==> config.mk <==
export PLATFORM = sky130hd
export DESIGN_NAME = wb_arbiter
export DESIGN_NICKNAME = d
export VERILOG_FILES = /design/src/rtl/wb_arbiter.sv
export SDC_FILE = /design/constraint.sdc
export NUM_CORES = 1
export LEC_CHECK = 0
export CORE_ASPECT_RATIO = 0.7
export CORE_MARGIN = 2
export CORE_UTILIZATION = 50
export DETAILED_ROUTE_END_ITERATION = 10
export PLACE_DENSITY = 0.79
export SYNTH_ARGS = -nofsm -noshare
export SYNTH_HDL_FRONTEND = slang
export SYNTH_SLANG_ARGS = --single-unit
==> constraint.sdc <==
create_clock -name clk -period 3.55 [get_ports clk]
set_clock_uncertainty 0.2 [all_clocks]
set_input_delay 0.71 -clock clk [delete_from_list [all_inputs] [get_ports clk]]
set_output_delay 0.71 -clock clk [all_outputs]
set_load 0.01 [all_outputs]
==> src/rtl/wb_arbiter.sv <==
`default_nettype none
// ============================================================================
// Module      : wb_arbiter
// Description : Writeback arbiter in front of the register file write port.
//               Merges a single-cycle ALU result path and a FIFO-buffered
//               load-return path onto one registered write port
//               (we/waddr/wbdata). The ALU has fixed priority unless the
//               load FIFO is full or its head has waited STARVE_LIMIT cycles,
//               in which case the load head is forced through.
// Ports       : clk, reset (sync, active-low)
//               alu_valid/alu_ready/alu_rd/alu_data : ALU result handshake
//               ld_valid/ld_ready/ld_rd/ld_data     : load-return handshake
//               we/waddr/wbdata                     : registered write port
//               bad_addr                            : dropped out-of-range write
//               ld_count                            : load FIFO occupancy
// Revision    : 1.0 - initial release
// ============================================================================
module wb_arbiter #(
    parameter int NUM_REGS     = 10,
    parameter int LD_DEPTH     = 4,
    parameter int STARVE_LIMIT = 3
) (
    input  logic        clk,
    input  logic        reset,
    input  logic        alu_valid,
    output logic        alu_ready,
    input  logic [4:0]  alu_rd,
    input  logic [31:0] alu_data,
    input  logic        ld_valid,
    output logic        ld_ready,
    input  logic [4:0]  ld_rd,
    input  logic [31:0] ld_data,
    output logic        we,
    output logic [4:0]  waddr,
    output logic [31:0] wbdata,
    output logic        bad_addr,
    output logic [2:0]  ld_count
);

    localparam int                    c_ptr_w    = $clog2(LD_DEPTH);
    localparam int                    c_wait_w   = $clog2(STARVE_LIMIT + 1);
    localparam logic [2:0]            c_depth    = 3'(LD_DEPTH);
    localparam logic [c_wait_w-1:0]   c_starve   = c_wait_w'(STARVE_LIMIT);
    // One extra bit so a NUM_REGS of 32 still compares correctly.
    localparam logic [5:0]            c_num_regs = 6'(NUM_REGS);

    // Load FIFO storage and control
    logic [4:0]          r_mem_rd   [LD_DEPTH];
    logic [31:0]         r_mem_data [LD_DEPTH];
    logic [c_ptr_w-1:0]  r_wr_ptr;
    logic [c_ptr_w-1:0]  r_rd_ptr;
    logic [2:0]          r_count;
    logic [c_wait_w-1:0] r_wait;

    // Registered write port
    logic                r_we;
    logic [4:0]          r_waddr;
    logic [31:0]         r_wbdata;
    logic                r_bad;

    logic                w_empty;
    logic                w_full;
    logic                w_force;
    logic                w_push;
    logic                w_pop;
    logic                w_alu_grant;
    logic                w_grant;
    logic [4:0]          w_grant_rd;
    logic [31:0]         w_grant_data;
    logic                w_rd_ok;

    assign w_empty = (r_count == 3'd0);
    assign w_full  = (r_count == c_depth);

    // The load head takes the port when the FIFO cannot accept more or the
    // head has been passed over long enough.
    assign w_force = !w_empty && (w_full || (r_wait >= c_starve));

    // Ready signals are gated by reset so nothing is accepted during reset.
    // ld_ready ignores a same-cycle pop: a full FIFO never accepts.
    assign alu_ready = reset && !w_force;
    assign ld_ready  = reset && !w_full;

    assign w_push      = ld_valid && ld_ready;
    assign w_alu_grant = alu_valid && alu_ready;
    assign w_pop       = reset && !w_alu_grant && !w_empty;
    assign w_grant     = w_alu_grant || w_pop;

    assign w_grant_rd   = w_alu_grant ? alu_rd   : r_mem_rd[r_rd_ptr];
    assign w_grant_data = w_alu_grant ? alu_data : r_mem_data[r_rd_ptr];
    assign w_rd_ok      = ({1'b0, w_grant_rd} < c_num_regs);

    // FIFO storage needs no reset: entries are only read when counted valid.
    always_ff @(posedge clk) begin
        if (w_push) begin
            r_mem_rd[r_wr_ptr]   <= ld_rd;
            r_mem_data[r_wr_ptr] <= ld_data;
        end
    end

    // FIFO pointers, occupancy and starvation counter
    always_ff @(posedge clk) begin
        if (!reset) begin
            r_wr_ptr <= '0;
            r_rd_ptr <= '0;
            r_count  <= 3'd0;
            r_wait   <= '0;
        end else begin
            if (w_push) begin
                r_wr_ptr <= r_wr_ptr + c_ptr_w'(1);
            end
            if (w_pop) begin
                r_rd_ptr <= r_rd_ptr + c_ptr_w'(1);
            end
            case ({w_push, w_pop})
                2'b10:   r_count <= r_count + 3'd1;
                2'b01:   r_count <= r_count - 3'd1;
                default: r_count <= r_count;
            endcase
            // Counts cycles the current head has been passed over; a new
            // head starts from zero because the pop clears it.
            if (w_empty || w_pop) begin
                r_wait <= '0;
            end else if (r_wait < c_starve) begin
                r_wait <= r_wait + c_wait_w'(1);
            end
        end
    end

    // Write port register: address/data hold when idle, strobes drop.
    always_ff @(posedge clk) begin
        if (!reset) begin
            r_we     <= 1'b0;
            r_waddr  <= 5'd0;
            r_wbdata <= 32'd0;
            r_bad    <= 1'b0;
        end else if (w_grant) begin
            r_we     <= w_rd_ok;
            r_bad    <= !w_rd_ok;
            r_waddr  <= w_grant_rd;
            r_wbdata <= w_grant_data;
        end else begin
            r_we     <= 1'b0;
            r_bad    <= 1'b0;
        end
    end

    assign we       = r_we;
    assign waddr    = r_waddr;
    assign wbdata   = r_wbdata;
    assign bad_addr = r_bad;
    assign ld_count = r_count;

endmodule
`default_nettype wire

* After elaboration in Yosys (flattened, before gate mapping)
Memory sizes are Yosys's and may differ from the RTL's. A register that Yosys moved wholly into a read port is not among the register bits.
Index checks and enable logic that the tools add are counted.
** Cells by class
- $add $sub $neg :: 5
- $mul :: 0
- Div/mod/pow operators :: 0
- Magnitude comparators :: 3
- Equality and inequality tests :: 3
- Shifts and indexed selects :: 0
- Muxes and demuxes :: 9
- Bitwise logic cells :: 1
- Reduce and logical (&&, ||, !) cells :: 19
** Operators by type and width (number)
- 2-to-1 mux 32 bit :: 1
- 2-to-1 mux 2 bit :: 4
- logical AND 1 bit :: 7
- adder 2 x 1 -> 2 bit (second input constant) :: 3
- case mux 3 bit (2 select lines) :: 1
- zero test 1 bit :: 5
- less-than comparator 5 x 4 -> 1 bit (second input constant) :: 1
- 2-to-1 mux 5 bit :: 1
- adder 3 x 1 -> 3 bit (second input constant) :: 1
- == test 3 bit (second input constant) :: 1
- zero test 3 bit :: 1
- logical OR 1 bit :: 3
- subtractor 3 x 1 -> 3 bit (second input constant) :: 1
- == test 2 x 1 -> 1 bit (second input constant) :: 1
- == test 2 bit (second input constant) :: 1
- >= comparator 2 bit (second input constant) :: 1
- less-than comparator 2 bit (second input constant) :: 1
- 2-to-1 mux 1 bit :: 2
- AND reduction 2 bit :: 1
- nonzero test 2 bit :: 1
- OR reduction 2 bit :: 1
- NOT 1 bit :: 1
** Word-level totals
- Register bits after elaboration :: 48
- Latch bits :: 0
- Memory bits (writable) :: 148
- ROM bits :: 0
- Input port bits :: 78
- Output and inout port bits :: 44
- Word-level logic and storage cells :: 50
- Memories :: 2
** Memory list
- r_mem_data :: depth 4, width 32, read ports 1, clocked after memory_dff 1, wr ports 1, line 49 : logic [31:0] r_mem_data [LD_DEPTH];
- r_mem_rd :: depth 4, width 5, read ports 1, clocked after memory_dff 1, wr ports 1, line 48 : logic [4:0] r_mem_rd [LD_DEPTH];

* Longest topological paths before layout
- Word-level depth :: 11
- Gate-level depth with buffers :: 12
- Depth with buffers taken out :: 10

* Worst setup path after synthesis
OpenSTA, ideal clock, no wires.
- Path type :: reg-to-reg
- Start point :: register r_count[2], in the netlist ld_count[2]
- End point :: register r_count[2], in the netlist ld_count[2]
- Library setup time :: 0.070 ns
- Data arrival time :: 2.577 ns
- Required time :: 3.280 ns
- Setup slack :: 0.703 ns
- Cell stages (with the launch flop) :: 12
- Buffers on the path :: 2
- Clock period less this slack :: 2.847 ns
- Cells stage by stage :: dfxtp_1 > or3b_4 > and4_4 > buf_6 > clkbuf_1 > nor2_1 > ha_1 > inv_1 > fa_1 > xor2_1 > or3_1 > a21oi_1
** Between the ends
- Cells in the longest elaborated chain, start to end :: 11
- Elaborated cells on any way between the ends :: 20
- Those cells by class :: 2 x add/sub; 3 x eq/ne; 1 x mux; 14 x reduce/logical
** Ends and longest elaborated chain
- start: declaration :: line 52 : logic [2:0] r_count;
- start signal: assignment :: line 116 : 2'b10: r_count <= r_count + 3'd1;
- start signal: assignment :: line 117 : 2'b01: r_count <= r_count - 3'd1;
- start signal: assignment :: line 118 : default: r_count <= r_count;
- == test 3 bit / zero test 3 bit (equally long branches) :: line 73, 72
- logical OR 1 bit / zero test 1 bit (equally long branches) :: line 77, 86
- logical AND 1 bit :: line 77 : assign w_force = !w_empty && (w_full || (r_wait >= c_starve));
- zero test 1 bit :: line 81 : assign alu_ready = reset && !w_force;
- logical AND 1 bit :: line 81
- logical AND 1 bit :: line 85 : assign w_alu_grant = alu_valid && alu_ready;
- zero test 1 bit :: line 86 : assign w_pop = reset && !w_alu_grant && !w_empty;
- logical AND 1 bit :: line 86
- logical AND 1 bit * :: line 86
- named net w_pop :: line 65 : logic w_pop;
- == test 2 x 1 -> 1 bit / == test 2 bit (equally long branches) :: line 115 : case ({w_push, w_pop})
- case mux 3 bit (2 select lines) / nonzero test 2 bit (equally long branches)
The timed path passes the listed nets; every way through them passes the cells marked *.
A chain may end at the register's enable or synchronous reset.

* Worst setup path in the final report
- Start point :: input port reset
- End point :: output port alu_ready
** Between the ends
- Cells in the longest elaborated chain, start to end :: 1
** Ends and longest elaborated chain
- start: declaration :: line 24 : input logic reset,
- logical AND 1 bit :: line 81
- end: declaration :: line 26 : output logic alu_ready,
No other way between the ends.

==> results.json <==
{
  "status": "finished clean",
  "die_y_um": 107,
  "multiInputGateArea_um2": 1950,
  "finalHoldViolCount": 0,
  "max_cap_viol_count": 0,
  "cts_setup_buffers": 0,
  "cp.required_ns": 2.64,
  "worstSkewPairLatency_ns": 0.43,
  "clk_pin_slew_ns": 0.06,
  "drv_slew": 0,
  "tritoncts": "done",
  "cts_buffer_depth": 2,
  "max_stage_delay_ns": 0.68,
  "fp.dieW_um": 151,
  "finalWorstPathRequiredPeriod_ns": 3.04,
  "min_path_cells": 1,
  "fillers": 979,
  "critical_path_class": "input port to primary output",
  "vdd_drop_max_mv": 0.510,
  "swShare": 0.248,
  "layout-drive-gt1-share": 0.156,
  "power_mw": 5.66,
  "critPathMaxFanout": 10,
  "dr.pass1.iters": 4,
  "worst_pin_slew_ns": 0.680,
  "cts-root-buf": "clkbuf_16",
  "internal_power_mw": 4.25,
  "num_rows": 37,
  "crit_top_cell": "clkdlybuf4s50_1",
  "cts_resized": 0,
  "ys_warn_count": 0,
  "die_area_um2": 16100,
  "fmax_mhz": 329,
  "antenna_found_initial": 0,
  "cts_htree_levels": 4,
  "synth_nets": 558,
  "grt_usage": 0.220,
  "gp_congestion": 0.753,
  "fin_util": 0.655,
  "drt-total-wl_um": 16400,
  "antenna_left": 0,
  "reg2regPathDepth": 9,
  "grt_max_degree": 53,
  "rsz0062_at_grt": "no",
  "synth_cells": 473,
  "avgViaCountPerCell": 5.60,
  "slew_headroom": 0.547,
  "power.density_nw_per_um2": 587,
  "power_frac_seq": 0.490,
  "synth.avg_cell_area_um2": 15.9,
  "drcViolationCount": 0,
  "syn_area_um2": 7530,
  "p_comb_frac": 0.190,
  "clkPwrFrac": 0.320,
  "routedWlPerCell_um": 20.2,
  "tns_ns": 0,
  "area.sequential_um2": 5450,
  "cts_hold_buf": 0,
  "num_antenna_cells": 0,
  "dr.first_iter.drc_count": 420,
  "crit_arrival_ns": 2.13,
  "setup_viol": 0,
  "finalNonFillerCells": 812,
  "grt_pass1_vias": 4760,
  "ys_seq_area_frac": 0.724,
  "synth-seq-cells": 198,
  "nets": 689,
  "cp_slowest_cell": "clkdlybuf4s50_1",
  "min-delay-path-class": "flip-flop to flip-flop",
  "fin_crit_sh": 0.857,
  "switching_power_mw": 1.41,
  "io_buffers": 121,
  "dp_hpwl_um": 11000,
  "area_delta_synth_final_pct": 28.2,
  "numClockSinks": 198,
  "placed_cells": 780,
  "grt_pass1_wl_um": 25700,
  "initial_core_util": 0.511,
  "start_kind": "input port",
  "coreArea_um2": 14700,
  "grt_remaining_overflow": 0,
  "path_cells": "clkdlybuf4s50_1, and3_1, clkdlybuf4s50_1",
  "ys_types": 28,
  "io_pins": 122,
  "via_count": 4544,
  "endpoint_kind": "primary output",
  "numCtsBuffers": 17,
  "p_leak_nw": 3.21
}
power by group through the flow:
| stage | Clock (mW) | Combinational [mW] | Sequential (mW) |
|---|---|---|---|
| 6_report | 1.81 | 1.07 | 2.77 |
| 5_1_grt | 1.94 | 1.16 | 2.79 |
| 4_1_cts | 1.85 | 1.08 | 2.78 |
| 3_5_place_dp | 0 | 1.07 | 2.82 |
| 3_3_place_gp | 0 | 1.04 | 2.81 |
| 2_1_floorplan | 0 | 0.554 | 2.82 |
state kept, by name (all words and copies together) (netlist names), named ones only:
register,flops
r_wr_ptr,2
we,1
r_wait,2
waddr,5
r_rd_ptr,2
bad_addr,1
r_mem_rd,20
wbdata,32
ld_count,3
r_mem_data,128
cells in the final DEF (no fill, tap or decap), types with 2 or more instances in the layout:
cell | Yosys | layout
clkinv_4 | 0 | 2
mux2i_1 | 2 | 2
mux4_2 | 37 | 37
clkdlybuf4s50_1 | 0 | 121
inv_1 | 7 | 7
nor2_1 | 7 | 6
buf_12 | 0 | 4
or3_1 | 2 | 2
o21a_1 | 2 | 2
edfxtp_1 | 148 | 148
o21ai_0 | 40 | 40
clkbuf_1 | 19 | 3
buf_4 | 0 | 17
a21oi_1 | 67 | 67
clkbuf_16 | 0 | 17
clkinv_2 | 0 | 3
dfxtp_1 | 50 | 48
dfxtp_2 | 0 | 2
ha_1 | 6 | 6
and2_2 | 0 | 4
nor3_1 | 5 | 5
xor2_1 | 3 | 3
nand2_1 | 39 | 39
clkbuf_8 | 0 | 4
and3_1 | 13 | 13
per-stage QoR:
step | area [µm²] | worst slack (ns) | hold slack [ns]
6_report | 9650 | 0.509 | 0.259
5_1_grt | 9650 | 0.448 | 0.289
4_1_cts | 9650 | 0.506 | 0.259
3_5_place_dp | 9080 | 0.294 | 0.250
3_3_place_gp | 9080 | 0.456 | 0.238
2_1_floorplan | 7530 | 0.703 | 0.227
cell type report:
type,count,area share
Sequential cell,198,0.565
Multi-Input combinational cell,238,0.202
Timing Repair Buffer,142,0.147
Clock buffer,24,0.0510
Tap cell,195,0.0253
Clock inverter,8,0.00752
Inverter,7,0.00272
cells in the mapped netlist (all sizes together):
cell type	number	share of area
o31ai	2	0.0020
nand4	1	0.00083
a221oi	1	0.0012
mux2i	2	0.0027
a21oi	67	0.045
nand3	1	0.00066
clkbuf	19	0.0095
edfxtp	148	0.59
dfxtp	50	0.13
nor3	5	0.0033
and4	1	0.0015
o211ai	1	0.0010
nor2	7	0.0035
xor2	3	0.0035
o21a	2	0.0020
o21ai	40	0.027
and3	13	0.011
or3	2	0.0017
mux4	37	0.11
fa	1	0.0027
and2	5	0.0042
ha	6	0.010
or3b	1	0.0015
xnor2	1	0.0012
inv	7	0.0035
buf	11	0.0081
nand2	39	0.019
layer usage:
| layer | global-route usage | share of wire | vias up |
|---|---|---|---|
| li1 | - | - | 2085 |
| met1 | 0.287 | 0.40 | 2262 |
| met2 | 0.352 | 0.50 | 174 |
| met3 | 0.0685 | 0.073 | 23 |
| met4 | 0.0801 | 0.022 | 0 |
| met5 | 0 | 0 | - |
kinds of logic (layout without fill, tap and decap cells):
family,Yosys count,count (layout),share of synthesized area
mux,39,39,0.113
xor+xnor,4,4,0.00466
compound gates,113,113,0.0773
simple gates,75,75,0.0474
fa+ha+maj,7,7,0.0126
flops,198,198,0.724
buf+inv,37,181,0.0211
worst paths after layout:
check / to / start / slack, ns
setup / recovery: alu_ready / reset / 0.51
setup reg to reg: ld_count[2]$_SDFFE_PN0P_ / ld_count[2]$_SDFFE_PN0P_ / 0.77
hold reg to reg: flip-flop / r_rd_ptr[1]$_SDFFE_PN0P_ / 0.26
hold / removal: flip-flop / r_rd_ptr[1]$_SDFFE_PN0P_ / 0.26
worst max-delay path: cells and delay by family:
family	cells	cell delay [ns]
buf+inv	2	1.21
simple gates	1	0.21
No activity file was read; power rests on OpenSTA's default activity.
